$ cat src/rtl/regfile_write_arbiter.sv
// Write-port sequencer for the 32x32 register file: round-robin ALU/memory
// writeback arbitration plus a zero-fill sweep after reset and on clear_req.
module regfile_write_arbiter #(
    parameter int DATA_WIDTH     = 32,
    parameter int ADDR_WIDTH     = 5,
    parameter int NUM_REGS       = 32,
    parameter bit CLEAR_ON_RESET = 1'b1
) (
    input  logic                  clk,
    input  logic                  rst_all,
    input  logic                  clear_req,
    input  logic                  alu_valid,
    input  logic [ADDR_WIDTH-1:0] alu_addr,
    input  logic [DATA_WIDTH-1:0] alu_data,
    output logic                  alu_ready,
    input  logic                  mem_valid,
    input  logic [ADDR_WIDTH-1:0] mem_addr,
    input  logic [DATA_WIDTH-1:0] mem_data,
    output logic                  mem_ready,
    output logic                  rf_we,
    output logic [ADDR_WIDTH-1:0] rf_waddr,
    output logic [DATA_WIDTH-1:0] rf_wdata,
    output logic                  busy
);

    typedef enum logic {ARB, CLEAR} state_t;

    localparam logic [ADDR_WIDTH-1:0] LAST_REG = ADDR_WIDTH'(NUM_REGS - 1);
    localparam state_t RESET_STATE = CLEAR_ON_RESET ? CLEAR : ARB;

    state_t                  state, state_nxt;
    logic [ADDR_WIDTH-1:0]   cnt;
    logic                    last_mem;
    logic                    alu_xfer, mem_xfer;
    logic [ADDR_WIDTH-1:0]   xfer_addr;
    logic [DATA_WIDTH-1:0]   xfer_data;

    // Readiness is purely combinational so a requester learns of its grant
    // in the same cycle; the pointer only matters when both are valid.
    always_comb begin
        alu_ready = 1'b0;
        mem_ready = 1'b0;
        if (!rst_all && state == ARB && !clear_req) begin
            if (alu_valid && mem_valid) begin
                alu_ready = last_mem;
                mem_ready = !last_mem;
            end else begin
                alu_ready = alu_valid;
                mem_ready = mem_valid;
            end
        end
    end

    assign alu_xfer  = alu_valid && alu_ready;
    assign mem_xfer  = mem_valid && mem_ready;
    assign xfer_addr = alu_xfer ? alu_addr : mem_addr;
    assign xfer_data = alu_xfer ? alu_data : mem_data;
    assign busy      = (state == CLEAR);

    always_comb begin
        state_nxt = state;
        case (state)
            ARB:     if (clear_req) state_nxt = CLEAR;
            CLEAR:   if (!clear_req && cnt == LAST_REG) state_nxt = ARB;
            default: state_nxt = RESET_STATE;
        endcase
    end

    always_ff @(posedge clk or posedge rst_all) begin
        if (rst_all) state <= RESET_STATE;
        else         state <= state_nxt;
    end

    always_ff @(posedge clk or posedge rst_all) begin
        if (rst_all) begin
            rf_we    <= 1'b0;
            rf_waddr <= '0;
            rf_wdata <= '0;
            cnt      <= '0;
            last_mem <= 1'b1;
        end else if (state == CLEAR) begin
            rf_we    <= 1'b1;
            rf_waddr <= cnt;
            rf_wdata <= '0;
            if (clear_req || cnt == LAST_REG) cnt <= '0;
            else                              cnt <= cnt + 1'b1;
        end else begin
            rf_we <= 1'b0;
            if (clear_req) begin
                cnt <= '0;
            end else if (alu_xfer || mem_xfer) begin
                last_mem <= mem_xfer;
                // Register 0 is hardwired zero: complete the handshake, drop the write.
                if (xfer_addr != '0) begin
                    rf_we    <= 1'b1;
                    rf_waddr <= xfer_addr;
                    rf_wdata <= xfer_data;
                end
            end
        end
    end

endmodule
$ cat config.mk
export PLATFORM = sky130hd
export DESIGN_NAME = regfile_write_arbiter
export DESIGN_NICKNAME = d
export VERILOG_FILES = /design/src/rtl/regfile_write_arbiter.sv
export SDC_FILE = /design/constraint.sdc
export NUM_CORES = 1
export LEC_CHECK = 0
export ABC_CLOCK_PERIOD_IN_PS = 4550
export CORE_MARGIN = 2
export CORE_UTILIZATION = 30
export DETAILED_ROUTE_END_ITERATION = 7
export GPL_TIMING_DRIVEN = 0
export REMOVE_ABC_BUFFERS = 1
export SLEW_MARGIN = 40
export SYNTH_ARGS = -nofsm -noshare
export SYNTH_HDL_FRONTEND = slang
export SYNTH_SLANG_ARGS = --single-unit
export TNS_END_PERCENT = 5
$ cat constraint.sdc
create_clock -name clk -period 4.55 [get_ports clk]
set_clock_uncertainty 0.05 [all_clocks]
set_input_delay 0.455 -clock clk [delete_from_list [all_inputs] [get_ports clk]]
set_output_delay 0.455 -clock clk [all_outputs]
set_load 0.01 [all_outputs]
==> out/summary.txt <==
status -> complete, no violations
commonest non-fill, non-tap cell in the layout -> clkdlybuf4s50_1
total number of vias -> 2,174
layout cell share with drive strength beyond 1 -> 0.07375
Syn. warnings -> 0
delay-heaviest family, CP -> flip-flops
Post-CTS Setup Bufs -> 0
antenna-violating nets left -> 0
maximum fanout along the worst path -> 36
CP endpoint kind -> register
Area Growth Syn to Fin -> 59.69%
final slew viol count -> 0
antenna cells -> 0
CTS Buf Count -> 5
slew margin rel. -> 0.5282
max-cap violations -> 0
switching share of power -> 0.2183
H-tree depth -> 2
gpl congestion -> 0.7429
Tot GR Track Use -> 0.1605
die width -> 91.91 um
largest family of logic cells by synthesized area -> compound AO/OA/AOI/OAI gates
core area -> 7607 sq um
Synth Area in XOR/XNOR -> 0
number of distinct library cells after synthesis -> 41
clk slew on worst S/H paths -> 80 ps
sequential area share after synthesis -> 0.4868
Clock Power Share -> 0.326
number of synthesized flops with an enable pin -> 0
CP dominant cell by count -> buf_6
type of the most critical hold path -> reg2reg
die height -> 91.91 um
Clock Sinks -> 45
worst setup path class -> reg2reg
final setup violation count -> 0
Power Internal -> 604.4 uW
largest net degree at the start of global routing -> 37
worst-path cell chain -> nor3_4, nand3_4, clkinv_2, a211oi_4, buf_6, buf_6, nor2_1, a311oi_1
Post-route DRC -> 0
HPWL after DPL -> 4765 um
setup ws final -> 912.5 ps
Reg area -> 1129 sq um
critical path buffer and inverter count -> 3
boundary pin count -> 120
Clock Path Buffers -> 2
WP data arrival -> 3780 ps
required time of the critical path -> 4690 ps
mux share of post-synthesis cell area -> 0.07339
Pwr Density -> 208.9 nW/um^2
drt via density -> 4.930
Die Area -> 8447 sq um
cts hold-fix bufs -> 0
synthesized instance count -> 223
fin crit period -> 3637 ps
dominant synthesized flop cell -> dfrtp_1
CP peak stage delay -> 1000 ps
Hold Fails Final Rpt -> 0
fin area -> 3702 sq um
worst ir drop on vdd -> 0.09693 mV
power share of the combinational group -> 0.145
Fmax -> 274.9 MHz
post-CTS sizing -> 0
most frequent cells in the layout -> clkdlybuf4s50_1 (119), dfrtp_1 (43), nand2_1 (36)
clock latency on the worst-skew pair -> 290 ps
CTS tree -> built
Nets -> 419
RSZ-0062 raised after global routing -> no
DRT Pass-1 Iters -> 4
non-filler instance count after layout -> 441
pre-CTS WS -> 787.1 ps
Initial Utilization -> 0.3048
Mapped Area -> 2318 sq um
dpl cells -> 433
first-pass GRT wire length -> 10,870 um
worst reg2reg setup slack -> 910 ps
crit path launch type -> register
standard-cell row count -> 32
wire per inst -> 14.78 um
Pleak -> 0.001575 uW
initial antenna violation count -> 0
Post-Route WL -> 6519 um
worst slew pin tran -> 707.8 ps
slowest CP cell -> dfstp_2
Seq pwr share -> 0.529
flops & latches, synth -> 45
Net Sw Power -> 168.8 uW
root buffer cell -> clkbuf_8
setup tns final -> 0 ps
post-synthesis simple-gate area fraction -> 0.1738
Synth Area in Adders -> 0.01079
Final Cycle Share -> 0.7994
DRT iter0 DRCs -> 112
Synth async-reset ratio -> 1.000
grt ovf -> 0
vias in the first global route -> 2,213
Fillers -> 723
syn_area_per_cell -> 10.40 sq um
number of port buffers -> 119
dpl cell area -> 3612 sq um
Synth Area in Compound Gates -> 0.2121
area of the multi-input gates -> 1096 sq um
[synthesized netlist by cell type, types with 3 or more instances]
| cell | number | area [sq um] |
|---|---|---|
| mux2i_1 | 17 | 170.2 |
| clkbuf_1 | 6 | 22.52 |
| nand2b_1 | 5 | 31.28 |
| a22oi_1 | 4 | 30.03 |
| a311oi_1 | 15 | 131.4 |
| a21oi_1 | 5 | 25.02 |
| a311oi_2 | 3 | 45.04 |
| buf_6 | 3 | 33.78 |
| nor2_1 | 26 | 97.59 |
| and3_1 | 3 | 18.77 |
| buf_2 | 4 | 20.02 |
| nand2_1 | 36 | 135.1 |
| nor3_1 | 4 | 20.02 |
| a221o_1 | 4 | 40.04 |
| dfrtp_1 | 43 | 1076 |
| o2bb2ai_1 | 16 | 140.1 |
[registers in the layout, indices dropped and copies added (netlist names)]
signal,flops
rf_we,1
rf_wdata,32
cnt,5
rf_waddr,5
busy,1
last_mem,1
[cells by family after synthesis]
group / count (synthesis)
multiplexers: 17
AND/OR/NAND/NOR: 85
adder cells (fa/ha/maj): 2
AO/OA/AOI/OAI: 56
buffers and inverters: 18
flip-flops: 45
[metal layers]
metal	up-vias	wire, um	global-route usage
li1	1052	-	-
met1	1029	2795	0.2020
met2	84	3122	0.2665
met3	9	493	0.04601
met4	0	107	0.05100
met5	-	0	0
[layout make-up]
class | count | share of cell area
repair buffers | 123 | 0.3363
flip-flops and latches | 45 | 0.3048
multi-input cells | 160 | 0.2960
well taps | 102 | 0.03447
clock buffers | 8 | 0.02433
inverters | 3 | 0.004055
[stage by stage]
| stage | hold slack [ps] | utilization | total power [uW] |
|---|---|---|---|
| after floorplan | 448.0 | - | 443.9 |
| after detailed placement | 424.0 | 0.4748 | 529.9 |
| after global routing | 467.1 | 0.4867 | 813.2 |
| after global placement | 419.4 | 0.4666 | 526.1 |
| final | 437.9 | 0.4867 | 773.2 |
| after CTS | 447.2 | 0.4867 | 789.6 |
[power by group through the flow]
stage | clock network (uW) | registers (uW) | logic, uW
floorplan | 0 | 417 | 27.4
finish | 252 | 409 | 112
global route | 281 | 410 | 123
global placement | 0 | 416 | 110
detailed placement | 0 | 417 | 113
CTS | 267 | 409 | 114
[worst paths after layout]
path / endpoint / from / cells after the start
min in group asynchronous: rf_wdata[25] / rst_all / 2
worst min-delay path: rf_wdata[2] / rf_wdata[2] / 1
worst min register to register: rf_wdata[2] / rf_wdata[2] / 1
max in group asynchronous: busy / rst_all / 3
worst max-delay path: rf_wdata[29] / busy / 8
worst max register to register: rf_wdata[29] / busy / 8
(Power assumes the default switching activity.)
